[src/rtl/spi_pkg.sv]
// Shared types and constants for the SPI host: FSM states, latched transfer
// configuration and the SPI mode encodings.
package spi_pkg;

  typedef enum logic [1:0] {
    IDLE,
    SETUP,
    SHIFT,
    TRAIL
  } spi_state_t;

  // Per-transfer settings captured when a request is accepted
  typedef struct packed {
    logic cpol;
    logic cpha;
    logic cs_hold;
    logic lsbf;
  } spi_cfg_t;

  // SPI modes encoded as {cpol, cpha}
  localparam logic [1:0] SPI_MODE0 = 2'b00;
  localparam logic [1:0] SPI_MODE1 = 2'b01;
  localparam logic [1:0] SPI_MODE2 = 2'b10;
  localparam logic [1:0] SPI_MODE3 = 2'b11;

endpackage : spi_pkg

[src/rtl/spi_clkdiv.sv]
// SCK half-period divider: emits a tick every div+1 ce-qualified cycles,
// restarting the count from div whenever reload is pulsed.
module spi_clkdiv #(
  parameter int unsigned DIVW = 8
) (
  input  logic            clk,
  input  logic            reset,
  input  logic            ce,
  input  logic [DIVW-1:0] div,
  input  logic            reload,
  output logic            tick_c
);

  logic [DIVW-1:0] divcnt;

  always_ff @(posedge clk or posedge reset) begin
    if (reset) begin
      divcnt <= '0;
    end else if (ce) begin
      if (reload || (divcnt == '0)) begin
        divcnt <= div;
      end else begin
        divcnt <= divcnt - DIVW'(1);
      end
    end
  end

  assign tick_c = ce & (divcnt == '0);

endmodule : spi_clkdiv

[src/rtl/spi_master.sv]
// Parametrised SPI host with wr/dsr word handshake, selectable mode, divider,
// chip select and CS hold. Define SPI_LSBF_EN to add the lsbf (LSB-first) input.
module spi_master
  import spi_pkg::*;
#(
  parameter int unsigned  DW   = 8,
  parameter int unsigned  DIVW = 8,
  parameter int unsigned  NCS  = 2,
  localparam int unsigned CSW  = $clog2(NCS)
) (
  input  logic            clk,
  input  logic            reset,
  input  logic            ce,
  input  logic [DIVW-1:0] div,
  input  logic            cpol,
  input  logic            cpha,
  input  logic [CSW-1:0]  cs_sel,
  input  logic            cs_hold,
`ifdef SPI_LSBF_EN
  input  logic            lsbf,
`endif
  input  logic [DW-1:0]   di,
  input  logic            wr,
  output logic [DW-1:0]   dout,
  output logic            dsr,
  output logic            busy,
  output logic            sck,
  output logic            mosi,
  input  logic            miso,
  output logic [NCS-1:0]  cs_n
);

  localparam int unsigned EW = $clog2(2 * DW);

  spi_state_t      state, state_nxt;
  spi_cfg_t        cfg_q, cfg_nxt;
  logic [DIVW-1:0] div_q, div_nxt;
  logic [DW-1:0]   shreg, shreg_nxt;
  logic [EW-1:0]   edge_cnt, edge_nxt;
  logic            sck_nxt, mosi_nxt, dsr_nxt, busy_nxt;
  logic [NCS-1:0]  cs_n_nxt;

  logic            lsbf_in_c;
  logic            accept_c;
  logic            tick_c;
  logic            last_edge_c;
  logic            sample_c;
  logic [DIVW-1:0] div_eff_c;

`ifdef SPI_LSBF_EN
  assign lsbf_in_c = lsbf;
`else
  assign lsbf_in_c = 1'b0;
`endif

  assign accept_c    = ce & wr & (state == IDLE);
  assign last_edge_c = (edge_cnt == EW'(2 * DW - 1));
  // Even edges are leading; cpha picks whether the leading edge samples
  assign sample_c    = (edge_cnt[0] == cfg_q.cpha);
  assign div_eff_c   = accept_c ? div : div_q;

  spi_clkdiv #(
    .DIVW (DIVW)
  ) u_clkdiv (
    .clk    (clk),
    .reset  (reset),
    .ce     (ce),
    .div    (div_eff_c),
    .reload (accept_c),
    .tick_c (tick_c)
  );

  // One-cold decode; codes at or above NCS leave every line deasserted
  function automatic logic [NCS-1:0] cs_decode(input logic [CSW-1:0] sel);
    logic [NCS-1:0] v;
    v = '1;
    for (int i = 0; i < NCS; i++) begin
      if (sel == CSW'(i)) v[i] = 1'b0;
    end
    return v;
  endfunction

  function automatic logic out_bit(input logic [DW-1:0] sh, input logic lsb);
    return lsb ? sh[0] : sh[DW-1];
  endfunction

  function automatic logic [DW-1:0] shift_in(input logic [DW-1:0] sh, input logic lsb,
                                             input logic bit_in);
    return lsb ? {bit_in, sh[DW-1:1]} : {sh[DW-2:0], bit_in};
  endfunction

  // State register
  always_ff @(posedge clk or posedge reset) begin
    if (reset) begin
      state <= IDLE;
    end else begin
      state <= state_nxt;
    end
  end

  // Next-state logic
  always_comb begin
    state_nxt = state;
    unique case (state)
      IDLE:    if (accept_c) state_nxt = SETUP;
      SETUP:   if (tick_c) state_nxt = SHIFT;
      SHIFT:   if (tick_c && last_edge_c) state_nxt = TRAIL;
      TRAIL:   if (tick_c) state_nxt = IDLE;
      default: state_nxt = IDLE;
    endcase
  end

  // Output and datapath next values
  always_comb begin
    cfg_nxt   = cfg_q;
    div_nxt   = div_q;
    shreg_nxt = shreg;
    edge_nxt  = edge_cnt;
    sck_nxt   = sck;
    mosi_nxt  = mosi;
    dsr_nxt   = dsr;
    busy_nxt  = busy;
    cs_n_nxt  = cs_n;
    unique case (state)
      IDLE: begin
        if (ce) sck_nxt = cpol;
        if (accept_c) begin
          cfg_nxt   = '{cpol: cpol, cpha: cpha, cs_hold: cs_hold, lsbf: lsbf_in_c};
          div_nxt   = div;
          shreg_nxt = di;
          edge_nxt  = '0;
          cs_n_nxt  = cs_decode(cs_sel);
          dsr_nxt   = 1'b0;
          busy_nxt  = 1'b1;
          if (!cpha) mosi_nxt = out_bit(di, lsbf_in_c);
        end
      end
      SHIFT: begin
        if (tick_c) begin
          sck_nxt  = ~sck;
          edge_nxt = edge_cnt + EW'(1);
          if (sample_c) begin
            shreg_nxt = shift_in(shreg, cfg_q.lsbf, miso);
          end else if (!last_edge_c) begin
            mosi_nxt = out_bit(shreg, cfg_q.lsbf);
          end
        end
      end
      TRAIL: begin
        if (tick_c) begin
          mosi_nxt = 1'b0;
          dsr_nxt  = 1'b1;
          busy_nxt = 1'b0;
          if (!cfg_q.cs_hold) cs_n_nxt = '1;
        end
      end
      default: ;
    endcase
  end

  // Datapath registers
  always_ff @(posedge clk or posedge reset) begin
    if (reset) begin
      cfg_q    <= '0;
      div_q    <= '0;
      shreg    <= '0;
      edge_cnt <= '0;
      sck      <= 1'b0;
      mosi     <= 1'b0;
      dsr      <= 1'b0;
      busy     <= 1'b0;
      cs_n     <= '1;
    end else begin
      cfg_q    <= cfg_nxt;
      div_q    <= div_nxt;
      shreg    <= shreg_nxt;
      edge_cnt <= edge_nxt;
      sck      <= sck_nxt;
      mosi     <= mosi_nxt;
      dsr      <= dsr_nxt;
      busy     <= busy_nxt;
      cs_n     <= cs_n_nxt;
    end
  end

  assign dout = shreg;

endmodule : spi_master

[config.mk]
export PLATFORM = sky130hd
export DESIGN_NAME = spi_master
export DESIGN_NICKNAME = d
export VERILOG_FILES = /design/src/rtl/spi_pkg.sv /design/src/rtl/spi_clkdiv.sv /design/src/rtl/spi_master.sv
export SDC_FILE = /design/constraint.sdc
export NUM_CORES = 1
export LEC_CHECK = 0
export ABC_AREA = 0
export ABC_CLOCK_PERIOD_IN_PS = 2200
export BUFFER_PORTS_ARGS = -buffer_cell sky130_fd_sc_hd__buf_4
export CORE_ASPECT_RATIO = 0.75
export CORE_MARGIN = 2
export CORE_UTILIZATION = 51
export DETAILED_ROUTE_END_ITERATION = 8
export PLACE_DENSITY = 0.77
export RECOVER_POWER = 25
export SYNTH_ARGS = -nofsm -noshare
export SYNTH_HDL_FRONTEND = slang
export SYNTH_HIERARCHICAL = 1
export SYNTH_SLANG_ARGS = --single-unit
[constraint.sdc]
create_clock -name clk -period 2.2 [get_ports clk]
set_input_delay 0.44 -clock clk [delete_from_list [all_inputs] [get_ports clk]]
set_output_delay 0.44 -clock clk [all_outputs]
set_load 0.05 [all_outputs]
# ---- Yosys cells after proc, flatten, opt, wreduce, memory -nomap -nowiden
# Index checks and enable logic that the tools add are counted.
dict set report word_totals {
  register_bits 38
  latchBits 0
  mem_bits_rw 0
  mem_bits_ro 0
  in_bits 25
  out_inout_bits 14
  word_cells 84
  n_memories 0
}
dict set report op_classes {
  addsub 2
  multipliers 0
  n_div 0
  magnitude_cmp 0
  eq_ne 16
  n_shift 0
  muxes 35
  n_bitwise 4
  reduce_logical 15
}
# cell count
set op_table {}
lappend op_table {{8-bit two-way mux} 5}
lappend op_table {{2-bit != test (second input constant)} 10}
lappend op_table {{8-bit one-hot mux with 2 select lines} 1}
lappend op_table {{2-bit two-way mux} 7}
lappend op_table {{1-bit two-way mux} 13}
lappend op_table {{4-bit AND reduction} 3}
lappend op_table {{3-bit AND reduction} 3}
lappend op_table {{8-bit logical NOT} 1}
lappend op_table {{4-bit two-way mux} 2}
lappend op_table {{2-bit one-hot mux with 4 select lines} 1}
lappend op_table {{4-bit one-hot mux with 2 select lines} 1}
lappend op_table {{8-bit by 1-bit subtractor with 8-bit output (second input constant)} 1}
lappend op_table {{7-bit AND reduction} 1}
lappend op_table {{1-bit one-hot mux with 2 select lines} 3}
lappend op_table {{4-bit by 1-bit adder with 4-bit output (second input constant)} 1}
lappend op_table {{2-bit equality test (second input constant)} 2}
lappend op_table {{4-bit equality test (second input constant)} 1}
lappend op_table {{2-bit one-hot mux with 2 select lines} 1}
lappend op_table {{2-bit nonzero test} 2}
lappend op_table {{1-bit bitwise AND} 3}
lappend op_table {{1-bit one-hot mux with 3 select lines} 1}
lappend op_table {{3-bit nonzero test} 1}
lappend op_table {{2-bit by 1-bit equality test with 1-bit output (second input constant)} 1}
lappend op_table {{2-bit logical NOT} 1}
lappend op_table {{other kinds (6)} 6}

# ---- Logic depth before layout (Yosys ltp)
dict set report logic_depth {
  depth_word 5
  depth_mapped 10
  ltp_nobuf 8
}

# ---- Hierarchy
# The synthesis kept the hierarchy.
# mod n_inst cells_each area_per_inst_um2 seq_area_each_um2
set by_module_without_submodules {}
lappend by_module_without_submodules {spi_master 1 165 1776.7 753.2}
lappend by_module_without_submodules {spi_clkdiv 1 63 569.3 200.2}

# ---- Least setup slack after synthesis
# OpenSTA, ideal clock, no wires.
dict set report synth_path {
  kind {reg-to-reg}
  from {reg u_clkdiv.divcnt[0]}
  to {reg shreg[0], in the netlist dout[0]}
  setup_time_ns 0.125
  t_arrival_ns 1.966
  required_time_ns 2.075
  slack_ns 0.109
  path_stages_with_launch 9
  path_buffers 0
  period_less_slack_ns 2.091
  path_cell_list {dfrtp_1 > inv_1 > ha_1 > nor3b_2 > and3_2 > inv_1 > a21oi_2 > a21boi_4 > mux2_2}
}
dict set report synth_via {
  elab_chain_cells 4
}
# element line
set synth_lines {}
lappend synth_lines {{start: declaration} spi_clkdiv.sv:14} ;# logic [DIVW-1:0] divcnt;
lappend synth_lines {{start signal: assignment} spi_clkdiv.sv:21} ;# divcnt <= div;
lappend synth_lines {{start signal: assignment} spi_clkdiv.sv:23} ;# divcnt <= divcnt - DIVW'(1);
lappend synth_lines {{8-bit logical NOT} spi_clkdiv.sv:28} ;# assign tick_c = ce & (divcnt == '0);
lappend synth_lines {{1-bit bitwise AND} spi_clkdiv.sv:28}
lappend synth_lines {{net tick_c} spi_master.sv:45} ;# logic tick_c;
lappend synth_lines {{2-bit != test (no source line)} n/a}
lappend synth_lines {{4-bit AND reduction (no source line)} n/a}
lappend synth_lines {{end signal: assignment} spi_master.sv:176} ;# shreg <= shreg_nxt;
lappend synth_lines {{end: declaration} spi_master.sv:38} ;# logic [DW-1:0] shreg, shreg_nxt;
# The timed path passes the listed nets, and every way through them passes these cells.
# A chain may end at the register's enable or synchronous reset.

# ---- Worst setup path in the final report
dict set report layout_path {
  from {reg u_clkdiv.divcnt[0]}
  to {reg shreg[3], in the netlist dout[3]}
}
# Same word-level chain as after synthesis.

==> run_results.csv <==
group,metric,value,unit
outcome,status,"complete, but fails checks",
outcome,violations,"max-capacitance violations, max-slew violations",
synthesis,ys_seq_elements,38,
synthesis,ys_async_sr_fraction,100,%
power,irDropWorstVdd,0.988,mV
setup_path,timing.rr.end,"dout[3]$_DFFE_PP0P_",
final_layout,drive_above_1_share,39.1,%
synthesis,synth-seq-area-share,40.6,%
detailed_routing,routed_via_density,5.64,
sta,hold_viol_final,0,
setup_path,path_delay_family,"compound AO/OA/AOI/OAI gates",
flow_run,maxCapViolCount,1,
final_layout,antennaDiodeCount,0,
setup_path,worstPathArrival,2.30,ns
detailed_routing,drtAntennaViolNets,0,
floorplanning,io_pins,39,
global_route,top_usage_layer,"met2",
place,hpwl,3.84,mm
setup_path,path_depth,8,
floorplanning,rows,21,
clock_tree,cts_sinks,38,
floorplanning,initial_utilization,52.8,%
clock_tree,path_clk_slew,0.08,ns
power,total_power,0.00417,W
setup_path,cp_slowest_cell,"dfrtp_1",
sta,clock-skew-final,0.00284,ns
final_layout,area_growth,23.0,%
sta,period_share,96.7,%
global_route,grt_pass1_vias,1683,
clock_tree,cts_tree,"yes",
synthesis,synth_fp_nets,263,
detailed_routing,drc,0,
synthesis,yosys-top-cells-area,"dfrtp_1 38%, mux2_2 17%, ha_1 5.3%",
synthesis,ys_warn_count,6,
setup_path,crit_type,"flip-flop to flip-flop",
synthesis,ys.flop_type,"dfrtp_1",
setup_path,critPathMaxFanout,8,
sta,drv_slew,31,
global_route,grtUsageTotal,21.0,%
setup_path,crit_buf_inv,2,
global_route,gr-usage-met1,30.8,%
setup_path,regToRegSetupSlack,0.07,ns
synthesis,syn_area_per_cell,10.3,um2
synthesis,netlist-cell-type-count,47,
power,powerDensity,1440,nW/um2
sta,fin_crit,2.13,ns
hold_path,min_path_type,"primary input to async pin",
floorplanning,die_y,62.7,um
detailed_routing,routed_wl,5.04,mm
place,gp_congestion,0.800,
clock_tree,htreeDepth,2,
sta,setup_viol,0,
clock_tree,cts_buffers,5,
setup_path,worstRegToRegCells,8,
synthesis,synth_top_area_cell,"dfrtp_1",
sta,slew_headroom,-9.87,%
final_layout,nets,315,
clock_tree,insertion_delay,0.29,ns
setup_path,max_stage_delay,0.42,ns
synthesis,synthCells,228,
global_route,grt_first_pass_wirelength,8.19,mm
sta,setup_ws,0.0734,ns
detailed_routing,num_vias,1908,
setup_path,required,2.38,ns
synthesis,syn_area,2350,um2
power,power.leakage,1.30,nW
floorplanning,core_area,4440,um2
setup_path,reg2reg_from,"u_clkdiv/divcnt[0]$_DFFE_PP0P_",
global_route,grt_max_degree,31,
global_route,antenna_found_initial,0,
global_route,grt_use_met3,3.90,%
sta,fmax,470,MHz
setup_path,cp-end-kind,"flip-flop",
floorplanning,fp.dieArea,5160,um2
synthesis,synth_top_area_share,38.4,%
sta,rsz0062_at_grt,"true",
place,place_ws,0.0499,ns
detailed_routing,dr.first_iter.drc_count,115,
synthesis,ys_top_cells_by_count,"36 x dfrtp_1, 36 x mux2_2, 18 x a21oi_1",
floorplanning,die_w,82.3,um
final_layout,fillers,376,
synthesis,synth_edf_count,0,
sta,tightest_slew,1.65,ns
global_route,use_met2,30.8,%
detailed_routing,drt-wirelength-per-cell,14.9,um
global_route,grt_overflow_total,0,
clock_tree,clockBufferDepth,2,
place,io_buffers,38,
detailed_routing,dr.pass1.iters,4,
setup_path,cp-start-kind,"flip-flop",
clock_tree,cts_root_buf,"clkbuf_8",
setup_path,path_cells,"inv_2 -> ha_1 -> nor3b_4 -> and3_2 -> inv_1 -> a21oi_2 -> a21boi_4 -> mux2_2",
what timing repair did:
item,CTS,global route
hold buffers,0,0
resized for setup,0,2
setup endpoints to repair,0,10
buffers inserted,0,3
through the flow:
step           instance area [um2]  util (%)  setup TNS, ns  cells  hold slack (ns)
2_1_floorplan                 2350         -              0    228            0.256
3_3_place_gp                  2770      62.3              0    327            0.431
3_5_place_dp                  2770      62.3              0    327            0.433
4_1_cts                       2860      64.4              0    335            0.114
5_1_grt                       2890      65.0         -0.313    338            0.152
6_report                      2890      65.0              0    338            0.114
cells by family (layout without fill, tap and decap cells):
group                      Yosys count  in the layout  share of synthesized area, %
AOI/OAI and AO/OA                   58             58                          16.9
xor gates and xnor gates             1              1                         0.373
adders and majority gates           10             10                          5.33
buffers and inverters               25             78                          4.32
DFF                                 38             38                          40.6
muxes                               39             39                          18.6
and+or+nand+nor                     57             57                          13.9
report_power, final:
| group | switching (W) | leakage, nW | internal [W] |
|---|---|---|---|
| Sequential | 0.000226 | 0.460 | 0.00101 |
| Clock | 0.000256 | 0.0472 | 0.000252 |
| Combinational | 0.00132 | 0.790 | 0.00111 |
worst max path at each step:
stage                                               from                   to  slack, ns
after global placement              state[0]$_DFFE_PP0P_  dout[4]$_DFFE_PP0P_       0.16
after floorplan           u_clkdiv/divcnt[0]$_DFFE_PP0P_  dout[0]$_DFFE_PP0P_       0.11
after CTS                 u_clkdiv/divcnt[0]$_DFFE_PP0P_  dout[3]$_DFFE_PP0P_       0.04
final                     u_clkdiv/divcnt[0]$_DFFE_PP0P_  dout[3]$_DFFE_PP0P_       0.07
after global routing      u_clkdiv/divcnt[1]$_DFFE_PP0P_  dout[3]$_DFFE_PP0P_      -0.05
after detailed placement  u_clkdiv/divcnt[0]$_DFFE_PP0P_  dout[3]$_DFFE_PP0P_       0.05
registers in the layout (all words and copies together) (netlist names), 2 cells and up:
name and flops:
div_q 8, state 2, dout 8, u_clkdiv/divcnt 8, cs_n 2, cfg_q 2, edge_cnt 4
area by class of cell:
class	count	area (um2)	area share [%]
Clock inverter	2	12.5	0.433
Sequential cell	38	953	33.0
Clock buffer	6	82.6	2.86
Timing Repair Buffer	56	417	14.4
Tap cell	57	71.3	2.47
Inverter	14	52.6	1.82
Multi-Input combinational cell	165	1300	44.9
cells in the final DEF (no fill, tap or decap), drive strengths merged, types with 4 or more instances in the layout:
| master | synthesis | routed |
|---|---|---|
| clkbuf | 5 | 8 |
| and3 | 4 | 4 |
| ha | 10 | 10 |
| buf | 6 | 54 |
| nor3 | 7 | 7 |
| nand3 | 7 | 7 |
| nand2 | 8 | 8 |
| o21ai | 16 | 16 |
| a21oi | 19 | 19 |
| dfrtp | 36 | 36 |
| nor2 | 13 | 13 |
| mux2 | 36 | 36 |
| inv | 14 | 14 |
worst reg2reg max path, delay by kind of cell (launching register included):
family	cells	cell delay, ns
AOI/OAI and AO/OA	2	0.49
muxes	1	0.38
and+or+nand+nor	2	0.41
adders and majority gates	1	0.17
DFF	1	0.42
buffers and inverters	2	0.15
layer usage:
metal / vias up / part of all wire [%]
met1: 911 / 49
met3: 7 / 5.2
met5: - / 0
met4: 0 / 1.3
li1: 935 / -
met2: 55 / 45
Note: power is estimated with default switching activity, not from simulation.
